## src/rtl/legv8_ctrl_pkg.sv

```systemverilog
// rtl/legv8_ctrl_pkg.sv - state, opcode and select encodings for the LEGv8 multi-cycle control
package legv8_ctrl_pkg;

  typedef enum logic [3:0] {
    ST_IDLE     = 4'd0,
    ST_FETCH    = 4'd1,
    ST_DECODE   = 4'd2,
    ST_MEM_ADDR = 4'd3,
    ST_MEM_RD   = 4'd4,
    ST_MEM_WR   = 4'd5,
    ST_LD_WB    = 4'd6,
    ST_EXEC_R   = 4'd7,
    ST_R_WB     = 4'd8,
    ST_CBZ_EX   = 4'd9,
    ST_B_EX     = 4'd10,
    ST_HALT     = 4'd11
  } state_e;

  localparam logic [10:0] OP_LDUR = 11'b11111000010;
  localparam logic [10:0] OP_STUR = 11'b11111000000;
  localparam logic [10:0] OP_ADD  = 11'b10001011000;
  localparam logic [10:0] OP_SUB  = 11'b11001011000;
  localparam logic [10:0] OP_AND  = 11'b10001010000;
  localparam logic [10:0] OP_ORR  = 11'b10101010000;

  // CBZ and B carry immediate bits in the low opcode field, so only the prefix is fixed
  localparam logic [7:0]  OP_CBZ_PFX = 8'b10110100;
  localparam logic [5:0]  OP_B_PFX   = 6'b000101;

  typedef enum logic [1:0] {
    ALUOP_ADD   = 2'b00,
    ALUOP_PASSB = 2'b01,
    ALUOP_RTYPE = 2'b10
  } aluop_e;

  typedef enum logic [1:0] {
    SRCB_REG  = 2'b00,
    SRCB_FOUR = 2'b01,
    SRCB_DIMM = 2'b10,
    SRCB_BR   = 2'b11
  } srcb_e;

  typedef struct packed {
    logic mem_ld;
    logic mem_st;
    logic rtype;
    logic cbz;
    logic b;
    logic illegal;
  } op_class_t;

  function automatic logic is_rtype(input logic [10:0] op);
    return (op == OP_ADD) || (op == OP_SUB) || (op == OP_AND) || (op == OP_ORR);
  endfunction

endpackage

```

## src/rtl/legv8_multicycle_ctrl_if.sv

```systemverilog
// rtl/legv8_multicycle_ctrl_if.sv - datapath status and control bundle of the LEGv8 control FSM
interface legv8_multicycle_ctrl_if;

  logic [10:0] Opcode;
  logic        Zero;
  logic        MemReady;

  logic [1:0]  ALUop;
  logic        ALUSrcA;
  logic [1:0]  ALUSrcB;
  logic        IorD;
  logic        MemRead;
  logic        MemWrite;
  logic        IRWrite;
  logic        PCWrite;
  logic        RegWrite;
  logic        MemtoReg;
  logic        Reg2Loc;
  logic        PCSource;
  logic        Halted;
  logic [3:0]  State;

  modport master (
    input  Opcode, Zero, MemReady,
    output ALUop, ALUSrcA, ALUSrcB, IorD, MemRead, MemWrite, IRWrite,
           PCWrite, RegWrite, MemtoReg, Reg2Loc, PCSource, Halted, State
  );

  modport slave (
    output Opcode, Zero, MemReady,
    input  ALUop, ALUSrcA, ALUSrcB, IorD, MemRead, MemWrite, IRWrite,
           PCWrite, RegWrite, MemtoReg, Reg2Loc, PCSource, Halted, State
  );

endinterface

```

## src/rtl/legv8_multicycle_ctrl_opcode_class.sv

```systemverilog
// rtl/legv8_multicycle_ctrl_opcode_class.sv - one-hot instruction class decode of the 11-bit opcode
module legv8_opcode_class
  import legv8_ctrl_pkg::*;
(
  input  logic [10:0] opcode_i,
  output op_class_t   class_o
);

  always_comb begin
    class_o = '0;
    if (opcode_i == OP_LDUR) begin
      class_o.mem_ld = 1'b1;
    end else if (opcode_i == OP_STUR) begin
      class_o.mem_st = 1'b1;
    end else if (is_rtype(opcode_i)) begin
      class_o.rtype = 1'b1;
    end else if (opcode_i[10:3] == OP_CBZ_PFX) begin
      class_o.cbz = 1'b1;
    end else if (opcode_i[10:5] == OP_B_PFX) begin
      class_o.b = 1'b1;
    end else begin
      class_o.illegal = 1'b1;
    end
  end

endmodule

```

## src/rtl/legv8_multicycle_ctrl.sv

```systemverilog
// rtl/legv8_multicycle_ctrl.sv - Moore main control FSM sequencing the multi-cycle LEGv8 datapath
module legv8_multicycle_ctrl
  import legv8_ctrl_pkg::*;
(
  input  logic                      CLK,
  input  logic                      ResetL,
  legv8_multicycle_ctrl_if.master   ctrl
);

  state_e    state_q, state_d;
  logic      start_q;
  op_class_t op_class;

  legv8_opcode_class u_opcode_class (
    .opcode_i (ctrl.Opcode),
    .class_o  (op_class)
  );

  // start_q holds IDLE for one extra edge after reset release so FETCH begins on the second edge
  always_ff @(posedge CLK or negedge ResetL) begin
    if (!ResetL) begin
      state_q <= ST_IDLE;
      start_q <= 1'b0;
    end else begin
      state_q <= state_d;
      start_q <= 1'b1;
    end
  end

  assign ctrl.State = state_q;

  always_comb begin
    state_d       = state_q;
    ctrl.ALUop    = ALUOP_ADD;
    ctrl.ALUSrcA  = 1'b0;
    ctrl.ALUSrcB  = SRCB_REG;
    ctrl.IorD     = 1'b0;
    ctrl.MemRead  = 1'b0;
    ctrl.MemWrite = 1'b0;
    ctrl.IRWrite  = 1'b0;
    ctrl.PCWrite  = 1'b0;
    ctrl.RegWrite = 1'b0;
    ctrl.MemtoReg = 1'b0;
    ctrl.Reg2Loc  = 1'b0;
    ctrl.PCSource = 1'b0;
    ctrl.Halted   = 1'b0;

    unique case (state_q)
      ST_IDLE: begin
        if (start_q) state_d = ST_FETCH;
      end

      ST_FETCH: begin
        ctrl.MemRead = 1'b1;
        ctrl.ALUSrcB = SRCB_FOUR;
        ctrl.IRWrite = ctrl.MemReady;
        ctrl.PCWrite = ctrl.MemReady;
        if (ctrl.MemReady) state_d = ST_DECODE;
      end

      ST_DECODE: begin
        ctrl.ALUSrcB = SRCB_BR;
        ctrl.Reg2Loc = op_class.mem_st | op_class.cbz;
        if (op_class.illegal)                      state_d = ST_HALT;
        else if (op_class.mem_ld | op_class.mem_st) state_d = ST_MEM_ADDR;
        else if (op_class.rtype)                   state_d = ST_EXEC_R;
        else if (op_class.cbz)                     state_d = ST_CBZ_EX;
        else                                       state_d = ST_B_EX;
      end

      ST_MEM_ADDR: begin
        ctrl.ALUSrcA = 1'b1;
        ctrl.ALUSrcB = SRCB_DIMM;
        ctrl.Reg2Loc = op_class.mem_st;
        if (op_class.mem_ld)      state_d = ST_MEM_RD;
        else if (op_class.mem_st) state_d = ST_MEM_WR;
        else                      state_d = ST_HALT;
      end

      ST_MEM_RD: begin
        ctrl.MemRead = 1'b1;
        ctrl.IorD    = 1'b1;
        if (ctrl.MemReady) state_d = ST_LD_WB;
      end

      ST_MEM_WR: begin
        ctrl.MemWrite = 1'b1;
        ctrl.IorD     = 1'b1;
        ctrl.Reg2Loc  = 1'b1;
        if (ctrl.MemReady) state_d = ST_FETCH;
      end

      ST_LD_WB: begin
        ctrl.RegWrite = 1'b1;
        ctrl.MemtoReg = 1'b1;
        state_d       = ST_FETCH;
      end

      ST_EXEC_R: begin
        ctrl.ALUSrcA = 1'b1;
        ctrl.ALUSrcB = SRCB_REG;
        ctrl.ALUop   = ALUOP_RTYPE;
        state_d      = ST_R_WB;
      end

      ST_R_WB: begin
        ctrl.RegWrite = 1'b1;
        state_d       = ST_FETCH;
      end

      ST_CBZ_EX: begin
        ctrl.Reg2Loc  = 1'b1;
        ctrl.ALUSrcA  = 1'b1;
        ctrl.ALUSrcB  = SRCB_REG;
        ctrl.ALUop    = ALUOP_PASSB;
        ctrl.PCSource = 1'b1;
        ctrl.PCWrite  = ctrl.Zero;
        state_d       = ST_FETCH;
      end

      ST_B_EX: begin
        ctrl.PCWrite  = 1'b1;
        ctrl.PCSource = 1'b1;
        state_d       = ST_FETCH;
      end

      ST_HALT: begin
        ctrl.Halted = 1'b1;
      end

      default: begin
        state_d = ST_IDLE;
      end
    endcase
  end

endmodule

```

## src/flat_wrapper.sv

```systemverilog
// flat-port wrapper written by rule: the top's interface ports become plain ports
module legv8_multicycle_ctrl_flat import legv8_ctrl_pkg::*;
  (CLK, ResetL, ctrl_Opcode, ctrl_Zero, ctrl_MemReady, ctrl_ALUop, ctrl_ALUSrcA, ctrl_ALUSrcB, ctrl_IorD, ctrl_MemRead, ctrl_MemWrite, ctrl_IRWrite, ctrl_PCWrite, ctrl_RegWrite, ctrl_MemtoReg, ctrl_Reg2Loc, ctrl_PCSource, ctrl_Halted, ctrl_State);
  legv8_multicycle_ctrl_if ctrl_i ();
  input  logic CLK;
  input  logic ResetL;
  input wire logic [$bits(ctrl_i.Opcode)-1:0] ctrl_Opcode;
  input wire logic [$bits(ctrl_i.Zero)-1:0] ctrl_Zero;
  input wire logic [$bits(ctrl_i.MemReady)-1:0] ctrl_MemReady;
  output wire logic [$bits(ctrl_i.ALUop)-1:0] ctrl_ALUop;
  output wire logic [$bits(ctrl_i.ALUSrcA)-1:0] ctrl_ALUSrcA;
  output wire logic [$bits(ctrl_i.ALUSrcB)-1:0] ctrl_ALUSrcB;
  output wire logic [$bits(ctrl_i.IorD)-1:0] ctrl_IorD;
  output wire logic [$bits(ctrl_i.MemRead)-1:0] ctrl_MemRead;
  output wire logic [$bits(ctrl_i.MemWrite)-1:0] ctrl_MemWrite;
  output wire logic [$bits(ctrl_i.IRWrite)-1:0] ctrl_IRWrite;
  output wire logic [$bits(ctrl_i.PCWrite)-1:0] ctrl_PCWrite;
  output wire logic [$bits(ctrl_i.RegWrite)-1:0] ctrl_RegWrite;
  output wire logic [$bits(ctrl_i.MemtoReg)-1:0] ctrl_MemtoReg;
  output wire logic [$bits(ctrl_i.Reg2Loc)-1:0] ctrl_Reg2Loc;
  output wire logic [$bits(ctrl_i.PCSource)-1:0] ctrl_PCSource;
  output wire logic [$bits(ctrl_i.Halted)-1:0] ctrl_Halted;
  output wire logic [$bits(ctrl_i.State)-1:0] ctrl_State;
  assign ctrl_i.Opcode = ctrl_Opcode;
  assign ctrl_i.Zero = ctrl_Zero;
  assign ctrl_i.MemReady = ctrl_MemReady;
  assign ctrl_ALUop = ctrl_i.ALUop;
  assign ctrl_ALUSrcA = ctrl_i.ALUSrcA;
  assign ctrl_ALUSrcB = ctrl_i.ALUSrcB;
  assign ctrl_IorD = ctrl_i.IorD;
  assign ctrl_MemRead = ctrl_i.MemRead;
  assign ctrl_MemWrite = ctrl_i.MemWrite;
  assign ctrl_IRWrite = ctrl_i.IRWrite;
  assign ctrl_PCWrite = ctrl_i.PCWrite;
  assign ctrl_RegWrite = ctrl_i.RegWrite;
  assign ctrl_MemtoReg = ctrl_i.MemtoReg;
  assign ctrl_Reg2Loc = ctrl_i.Reg2Loc;
  assign ctrl_PCSource = ctrl_i.PCSource;
  assign ctrl_Halted = ctrl_i.Halted;
  assign ctrl_State = ctrl_i.State;
  legv8_multicycle_ctrl u_core (.CLK(CLK), .ResetL(ResetL), .ctrl(ctrl_i));
endmodule
```

## config.mk

```make
export PLATFORM = sky130hd
export DESIGN_NAME = legv8_multicycle_ctrl_flat
export DESIGN_NICKNAME = d
export VERILOG_FILES = /design/src/rtl/legv8_ctrl_pkg.sv /design/src/rtl/legv8_multicycle_ctrl_if.sv /design/src/rtl/legv8_multicycle_ctrl_opcode_class.sv /design/src/rtl/legv8_multicycle_ctrl.sv /design/src/flat_wrapper.sv
export SDC_FILE = /design/constraint.sdc
export NUM_CORES = 1
export LEC_CHECK = 0
export ABC_CLOCK_PERIOD_IN_PS = 1920
export BUFFER_PORTS_ARGS = -buffer_cell sky130_fd_sc_hd__buf_2
export CORE_UTILIZATION = 44
export DETAILED_ROUTE_END_ITERATION = 6
export PLACE_DENSITY = 0.78
export SYNTH_ARGS = -nofsm -noshare
export SYNTH_HDL_FRONTEND = slang
export SYNTH_SLANG_ARGS = --single-unit
```

## constraint.sdc

```tcl
create_clock -name CLK -period 1.92 [get_ports CLK]
set_input_delay 0.384 -clock CLK [delete_from_list [all_inputs] [get_ports CLK]]
set_output_delay 0.384 -clock CLK [all_outputs]
set_load 0.02 [all_outputs]
```

==> metrics <==
status=finished, final reports clean; yosys warns=0; Initial Utilization=0.490; Crit. End Element=output port; CTS max path bufs=2; Initial DRC Count=23; sequential element share of the synthesized area=0.192; die area=0.00164 mm2; drt total wl=between 2000 and 2500 um; number of CTS-inserted buffers=3; global-route usage over all layers=0.257; Slew Viols, Final=0; Sw Ratio=0.520; most frequent cell after synthesis=nor2_1; CTS tree=yes; Reg2Reg Setup Slack=0.36 ns; CP Class=register to output port; Int Power=0.000688 W; DRT Pass-1 Iters=4; nets=between 100 and 150; H-tree Lvls=1; top-level I/O count=34; RSZ-0062 raised after global routing=true; CTS Sinks=5; Area growth, synth to finish=49.6%; Post-Synthesis Cells=84; Hold WC Path Type=input pin to async pin; largest net degree at the start of global routing=15; worst-case reg-to-reg path depth=6; Setup Viol. Count Final=0; LEAKAGE=0.487 nW; Max Fclk=0.527 GHz; final hold vios=0; HPWL after detailed placement=1440 um; maximum vdd drop=0.000749 V; CTS Root Cell=clkbuf_4; Synth area leaders=dfrtp_1 19%, nor2_1 7.5%, nand2b_1 4.8%; DR vias/cell=5.85; Critical Path Source Type=register; Final Wtd Congestion=approximately 0.87; Top FF cell, synth=dfrtp_1; vias=842; Post-DRT Antenna Nets=0; die height=40.5 um; Synth cell types=39; Clk Latency, worst-skew pair=0.24 ns; initial antenna violation count=0; top-area cell type share of the netlist area=0.192; Post-synth EDFFs=0; Net Sw Power=0.000746 W; per-cell routed wire length=14.2 um; r2r startpoint=u_core.ctrl.State[2]; WP data required=1.54 ns; largest area contributor in the netlist=dfrtp_1; Clock Power Share=0.085; Clk pin slew, worst setup/hold paths=around 0.04 ns; crit-path max FO=5; Residual DRC=0; die width=40.5 um; ratio of cells with drive above 1 in the final layout=0.504; PortBufs=33; CP startpoint=u_core.ctrl.State[2]; worst setup margin=between 0.02 and 0.025 ns; syn_area_per_cell=between 7 and 8 um2; Post-Syn Area=653 um2; first-pass GRT wire length=~2800 um; power per cell area=1470 mW/mm2; part of the power in registers=0.136; Async S/R FF share, synth=1.00; synthesized flop and latch total=5; CP Data Arrival Time=about 1.5 ns; reg2reg end=u_core.ctrl.State[0]; Congestion Overflow GR=0; max-cap violations=0; Syn Nets=99; vias in the first global route=about 660; Diodes inserted=0; combinational power share=0.779; row cnt=13; list of most frequent post-synthesis cells=13 x nor2_1, 6 x a21oi_1, 5 x dfrtp_1, 5 x nand2_1, 5 x nand2b_1; post-place setup slack=0.136 ns; final core occ=0.733; Critical Path Sink=ctrl_Reg2Loc; skew final=0.00342 ns; area of the core=0.00133 mm2; Final min period=1.90 ns; hold slack=about 0.52 ns; Final Cycle Share=0.988
final cells by class:
cell class / count / area [um2]
flip-flops and latches: 5 / 126
inverters: 4 / 15.0
multi-input cells: 69 / 504
repair buffers: 47 / 287
well taps: 15 / 18.8
fillers: 106 / 357
clock buffers: 4 / 26.3
state kept, by name, summed over array words and instances (netlist names):
register	cells
u_core.ctrl.State	4
u_core.start_q	1
how the worst min path moves through the flow:
stage	end	slack, ns	cells after the start
finish	u_core.ctrl.State[3]	0.52	2
global route	u_core.ctrl.State[3]	0.52	2
CTS	u_core.ctrl.State[3]	0.50	2
detailed placement	u_core.ctrl.State[3]	0.20	1
global placement	u_core.start_q	0.20	1
floorplan	u_core.ctrl.State[0]	0.09	0
power groups by stage:
stage | registers, W | clock network [W] | logic [W]
floorplan | 0.000215 | 0 | 0.000679
global placement | 0.000186 | 0 | 0.000965
detailed placement | 0.000188 | 0 | 0.000970
CTS | 0.000189 | 0.000121 | 0.00102
global route | 0.000199 | 0.000126 | 0.00120
finish | 0.000195 | 0.000122 | 0.00112
through the flow:
step                      power (W)  setup TNS, ns  instances  area, um2
after global placement      0.00115              0        134        865
after detailed placement    0.00116              0        134        865
after floorplan            0.000893              0         84        659
after global routing        0.00153        -0.0455        144        977
after CTS                   0.00133              0        139        917
final                       0.00143              0        144        977
cells by family (layout without fill, tap and decap cells):
kind of cell | after synthesis | in the layout | share of synthesized area
other cells | 1 | 1 | 0.00574
compound gates | 25 | 25 | 0.297
mux | 1 | 1 | 0.0153
xor+xnor | 1 | 1 | 0.0134
flops | 5 | 5 | 0.192
buf+inv | 10 | 55 | 0.0824
simple gates | 41 | 41 | 0.395
layout by cell type (no fill, tap or decap), types with 2 or more instances in the layout:
cell type / instances
nand2_1: 5
nand2b_1: 3
buf_2: 32
dfrtp_1: 4
buf_6: 3
and4bb_2: 2
clkbuf_4: 3
nor2b_1: 2
o21ai_0: 4
nor3_1: 3
a21oi_1: 6
inv_1: 4
nand3_1: 2
buf_4: 11
nor2_1: 13
or2_4: 2
timing repair:
action,CTS,global route
endpoints found under the setup margin,2,2
endpoints found under the hold margin,5,0
pin swaps,1,2
hold buffers,1,0
buffers inserted,0,5
resized for setup,6,5
critical path: stages, from the launching register on:
cell     delay [ns]
dfrtp_1        0.39
or2_4          0.28
nor2_1         0.20
a31oi_1        0.17
o31ai_4        0.09
buf_6          0.15
metal layers:
metal,up-vias,part of all wire,global-route usage
met5,-,0,0
met4,0,0.021,0.108
met2,37,0.53,0.444
li1,399,-,-
met1,401,0.41,0.321
met3,5,0.045,0.0222
Note: power is estimated with default switching activity, not from simulation.
